**config.mk**
```make
export PLATFORM = sky130hd
export DESIGN_NAME = uart_tx
export DESIGN_NICKNAME = d
export VERILOG_FILES = /design/src/rtl/uart_pkg.sv /design/src/rtl/uart_bit_timer.sv /design/src/rtl/uart_tx.sv
export SDC_FILE = /design/constraint.sdc
export NUM_CORES = 1
export LEC_CHECK = 0
export ABC_AREA = 0
export BUFFER_PORTS_ARGS = -buffer_cell sky130_fd_sc_hd__buf_2
export CAP_MARGIN = 10
export CORE_AREA = 2 2 49 51
export DETAILED_ROUTE_END_ITERATION = 16
export DIE_AREA = 0 0 51 53
export HOLD_SLACK_MARGIN = 0.02
export PLACE_DENSITY = 0.74
export SLEW_MARGIN = 5
export SYNTH_ARGS = -nofsm -noshare
export SYNTH_HDL_FRONTEND = slang
export SYNTH_HIERARCHICAL = 1
export SYNTH_SLANG_ARGS = --single-unit
```
**constraint.sdc**
```tcl
create_clock -name clock -period 2.1 [get_ports clock]
set_input_delay 0.42 -clock clock [delete_from_list [all_inputs] [get_ports clock]]
set_output_delay 0.42 -clock clock [all_outputs]
set_load 0.03 [all_outputs]
```
**src/rtl/uart_pkg.sv**
```systemverilog
// Shared types and constants for the UART transmit path.
package uart_pkg;

  typedef enum logic [1:0] {
    IDLE,
    START,
    DATA,
    STOP
  } uart_tx_state_t;

  localparam int UART_FRAME_BITS = 10;
  localparam int UART_DATA_BITS  = 8;
  localparam int UART_IDX_W      = $clog2(UART_DATA_BITS);

endpackage

```
**src/rtl/uart_bit_timer.sv**
```systemverilog
// Bit-period counter: free-runs 0..CLKS_PER_BIT-1, pulses bit_done at terminal count.
module uart_bit_timer #(
  parameter int CLKS_PER_BIT = 128
) (
  input  logic clock,
  input  logic reset,
  input  logic clear,
  output logic bit_done
);

  localparam int              CNT_W = (CLKS_PER_BIT > 1) ? $clog2(CLKS_PER_BIT) : 1;
  localparam logic [CNT_W-1:0] TERM = CNT_W'(CLKS_PER_BIT - 1);

  logic [CNT_W-1:0] cnt_q, cnt_d;

  always_comb begin
    cnt_d = cnt_q + CNT_W'(1);
    if (clear || (cnt_q == TERM)) cnt_d = '0;
  end

  always_ff @(posedge clock or negedge reset) begin
    if (!reset) cnt_q <= '0;
    else        cnt_q <= cnt_d;
  end

  assign bit_done = (cnt_q == TERM);

endmodule

```
**src/rtl/uart_tx.sv**
```systemverilog
// 8N1 serial transmitter with valid/ready byte intake; tx is registered for a glitch-free pin.
module uart_tx
  import uart_pkg::*;
#(
  parameter int CLKS_PER_BIT = 128,
  parameter int DATA_BITS    = UART_DATA_BITS
) (
  input  logic       clock,
  input  logic       reset,
  input  logic [7:0] tx_data,
  input  logic       tx_valid,
  output logic       tx_ready,
  output logic       tx,
  output logic       busy
);

  localparam logic [UART_IDX_W-1:0] LAST_IDX = UART_IDX_W'(DATA_BITS - 1);

  uart_tx_state_t                  state_q, state_d;
  logic [UART_DATA_BITS-1:0]       shift_q, shift_d;
  logic [UART_IDX_W-1:0]           idx_q, idx_d;
  logic                            tx_q, tx_d;
  logic                            handshake;
  logic                            bit_done;

  assign handshake = tx_valid && (state_q == IDLE);

  // Counter restarts on the accepting edge so the start bit is exactly one period.
  uart_bit_timer #(
    .CLKS_PER_BIT(CLKS_PER_BIT)
  ) u_timer (
    .clock   (clock),
    .reset   (reset),
    .clear   (handshake),
    .bit_done(bit_done)
  );

  // tx_d is the value the line takes in the state being entered, so tx lines up with state.
  always_comb begin
    state_d = state_q;
    shift_d = shift_q;
    idx_d   = idx_q;
    tx_d    = tx_q;
    unique case (state_q)
      IDLE: begin
        tx_d = 1'b1;
        if (tx_valid) begin
          state_d = START;
          shift_d = tx_data;
          tx_d    = 1'b0;
        end
      end
      START: begin
        if (bit_done) begin
          state_d = DATA;
          idx_d   = '0;
          tx_d    = shift_q[0];
        end
      end
      DATA: begin
        if (bit_done) begin
          if (idx_q == LAST_IDX) begin
            state_d = STOP;
            tx_d    = 1'b1;
          end else begin
            shift_d = {1'b0, shift_q[UART_DATA_BITS-1:1]};
            idx_d   = idx_q + UART_IDX_W'(1);
            tx_d    = shift_q[1];
          end
        end
      end
      STOP: begin
        tx_d = 1'b1;
        if (bit_done) state_d = IDLE;
      end
      default: begin
        state_d = IDLE;
        tx_d    = 1'b1;
      end
    endcase
  end

  always_ff @(posedge clock or negedge reset) begin
    if (!reset) begin
      state_q <= IDLE;
      shift_q <= '0;
      idx_q   <= '0;
      tx_q    <= 1'b1;
    end else begin
      state_q <= state_d;
      shift_q <= shift_d;
      idx_q   <= idx_d;
      tx_q    <= tx_d;
    end
  end

  assign tx_ready = (state_q == IDLE);
  assign busy     = !tx_ready;
  assign tx       = tx_q;

endmodule
```
# After elaboration in Yosys (flattened, before gate mapping)
# Cells that the tools add are included.
[totals]
reg_bits = 21
wordCells = 48
input_bits = 11
[op_classes]
n_reduce_logical = 10
addsub = 2
n_mux = 20
n_eq_ne = 11
[op_table]
columns = ["cell", "count"]
rows = [
  ["$mux 8", 3],
  ["$pmux 8 s2", 1],
  ["$ne 2x2->1 const B", 6],
  ["$mux 2", 5],
  ["$mux 3", 3],
  ["$pmux 2 s4", 1],
  ["$reduce_and 4->1", 2],
  ["$add 7x1->7 const B", 1],
  ["$eq 7x7->1 const B", 1],
  ["$mux 7", 1],
  ["$pmux 3 s2", 1],
  ["$reduce_and 5->1", 1],
  ["$eq 2x2->1 const B", 2],
  ["$mux 1", 4],
  ["$pmux 1 s4", 1],
  ["$reduce_bool 2->1", 2],
  ["$add 3x1->3 const B", 1],
  ["$eq 3x3->1 const B", 1],
  ["$eq 2x1->1 const B", 1],
  ["$logic_not 2->1", 1],
  ["$reduce_and 2->1", 1],
  ["$logic_and 1x1->1", 1],
  ["$logic_not 1->1", 1],
  ["$logic_or 1x1->1", 1],
]

# Longest topological paths before layout
[depth]
ltp_word = 4
mapped_depth = 7
depth_no_buf = 6

# By module
# The synthesis kept the hierarchy.
[modules_own_cells]
columns = ["module", "cells_each", "instances", "area_per_inst_um2"]
rows = [
  ["uart_tx", 68, 1, 833.3],
  ["uart_bit_timer", 30, 1, 307.8],
]

# Worst setup path after synthesis
# No wires, ideal clock.
[synth_timing]
path_type = "register -> register"
from = "register u_timer.cnt_q[0]"
to = "register shift_q[0]"
synth_period_minus_slack_ps = 1891
stages_incl_launch_ff = 7
arrival_ps = 1767
setup_slack_ps = 209
setup_time_ps = 125
path_cell_list = "dfrtp_1 ha_1 nand3_2 nor2_1 nand2b_1 a211oi_4 mux2_2"
[synth_via]
elab_chain_cells = 3
[synth_lines]
columns = ["item", "line_no", "source"]
rows = [
  ["start, declared", "uart_bit_timer.sv:14", "logic [CNT_W-1:0] cnt_q, cnt_d;"],
  ["start signal, assigned", "uart_bit_timer.sv:23", "else cnt_q <= cnt_d;"],
  ["$eq 7x7->1", "uart_bit_timer.sv:26", "assign bit_done = (cnt_q == TERM);"],
  ["named net bit_done", "uart_tx.sv:24", "logic bit_done;"],
  ["$ne 2x2->1 (no line)", "n/a", ""],
  ["$reduce_and 4->1 (no line)", "n/a", ""],
  ["end signal, assigned", "uart_tx.sv:91", "shift_q <= shift_d;"],
  ["end, declared", "uart_tx.sv:20", "logic [UART_DATA_BITS-1:0] shift_q, shift_d;"],
]
# The timed path passes the listed nets, and every way through them passes these cells.
# A chain may end at the register's enable or synchronous reset.

# Worst setup path after layout
[layout_timing]
from = "register u_timer.cnt_q[0]"
to = "register shift_q[6]"
# The elaborated chain is that of the path after synthesis.

==> metrics.txt <==
status=finished, final reports clean; Inserted Clock Buffers=3; PortBufs=13; # rows=17; slowest cell delay on critical path=0.41 ns; DIE HEIGHT=53 microns; final critical path time including I/O delays and setup=1.97 ns; sequential area share after synthesis=0.462; FILL cells=177; clk buf depth=2; Synth Instances=98; CTS Root Cell=clkbuf_4; clock-pin slew on the worst setup and hold paths=0.12 ns; syn_nets=117; synth unique cells=28; yosys warns=6; Worst VDD drop=0.000889 V; Worst-Margin Slew=0.465 ns; worst min path class=in -> async; global-route usage over all layers=0.180; total grt overflow=0; FMAX=508 MHz; CP arrival=2.17 ns; power per cell area=1400 nW/um^2; Hold Fails Final Rpt=0; first-pass GRT wire length=3570 microns; Rel. slew slack=0.690; Final Wtd Congestion=0.744; ys flop type=dfrtp_1; antenna cells=0; Worst-Skew Late Latency=0.31 ns; # DRC=0; max-cap violation count=0; Worst Skew=0.00775 ns; remaining antenna violation count=0; Leak=0.584 nW; # clock sinks=21; Cell Chain, Critical Path=ha_1, nand3_2, nor2_1, nand2b_1, a211oi_4, mux2_2; synthesized flop and latch total=21; leading area contributor after synthesis=dfrtp_1; Initial Util=0.531; die width=51 microns; fin crit share=0.937; Mean Syn Cell Area=11.6 sq um; final WL=2010 microns; Post-Route Setup TNS=0 ns; setup bufs post-CTS=0; commonest cells in the netlist=20 x dfrtp_1, 17 x mux2_2, 9 x nor2_1; CP Class=reg -> reg; H-tree levels=1; WHS=0.0447 ns; initial antenna violation count=0; RSZ-0062 raised after global routing=no; Starting DRT DRC Count=1; number of flops mapped to enable cells by yosys=0; num ports=14; fin cells=144; via count=790; largest net degree at the start of global routing=22; CTS Hold Bufs=0; WP buf/inv=0; dpl cells=140; synthesized cell area=1140 sq um; synthesis-to-layout area growth=12.0%; Tot Pwr=1.79 mW; final setup violation count=0; Synth top area share=0.439; Worst setup SP type=flop; CORE AREA=2150 sq um; top post-synthesis cells by area=dfrtp_1 44%, mux2_2 17%, ha_1 8.8%; via-per-instance ratio=5.49; HPWL after DPL=1590 microns; footprint of the multi-input gates=583 sq um; asr flop ratio synth=1.00; Resized Gates After CTS=0; CTS tree=done; vias in the first global route=856; layout cells sized above 1=0.353; register area=527 sq um; count leader, synth=dfrtp_1; Critical Path Sink Type=flop; FF-to-FF Start=u_timer/cnt_q[0]; Data required, critical path=2.30 ns; nets=136; Final Max Tran Viols=0; CP max FO=7; drt first pass iters=4; DIE AREA=2700 sq um; Critical Path Slowest Stage Cell=a211oi_4; Avg WL per Cell=14.0 microns; CP Launch Point=u_timer/cnt_q[0]; CP delay by family, top=simple AND/OR/NAND/NOR gates
cell families after synthesis:
family / synth area share
AOI/OAI and AO/OA: 0.140
xor gates and xnor gates: 0.0230
adders and majority gates: 0.0877
buffers and inverters: 0.0274
DFF: 0.462
muxes: 0.168
and+or+nand+nor: 0.0921
flip-flops by register name, summed over array words and instances (netlist names):
register       count
idx_q              3
shift_q            8
state_q            2
tx                 1
u_timer/cnt_q      7
layout make-up:
type	instances	area share
tap	28	0.0274
clock buffer	4	0.0206
inverter	5	0.0147
multi-input combinational	70	0.456
sequential	21	0.412
timing repair buffer	16	0.0686
placed cells by master, fill, tap and decap left out, drive strengths merged:
cell    count
ha          8
o22ai       1
dfrtp      20
o32a        1
and2        1
inv         5
nor2        9
nor2b       2
mux2       17
a22oi       1
xor2        2
a211oi      3
or3         2
o21ba       1
nand2b      1
a21oi       4
nand3       3
clkbuf      4
xnor2       1
o21bai      1
buf        16
dfstp       1
a22o        5
o21ai       4
nand2       3
stage by stage:
stage	util	area (sq um)	setup slack, ns
detailed placement	0.582	1250	0.102
floorplan	-	1140	0.209
finish	0.595	1280	0.133
global route	0.595	1280	0.00756
global placement	0.582	1250	0.164
CTS	0.595	1280	0.0760
report_power, final:
part           switching, mW  internal, mW
logic                  0.441         0.461
registers              0.113         0.575
clock network          0.122        0.0741
total                  0.676          1.11
per-layer routing:
metal / vias up / share of wire / GRT usage
met1: 389 / 0.44 / 0.210
met3: 4 / 0.025 / 0.0198
li1: 385 / - / -
met2: 12 / 0.52 / 0.320
met4: 0 / 0.016 / 0.104
met5: - / 0 / 0
worst paths after layout:
check                      slack, ns               end  cells past startpoint
min reg2reg                     0.48  u_timer/cnt_q[0]                      1
max in group asynchronous       1.71                tx                      1
max reg2reg                     0.13        shift_q[6]                      6
min                             0.04  u_timer/cnt_q[4]                      1
max                             0.13        shift_q[6]                      6
min in group clock              0.41        shift_q[7]                      3
Power figures use the tool's default switching activity.
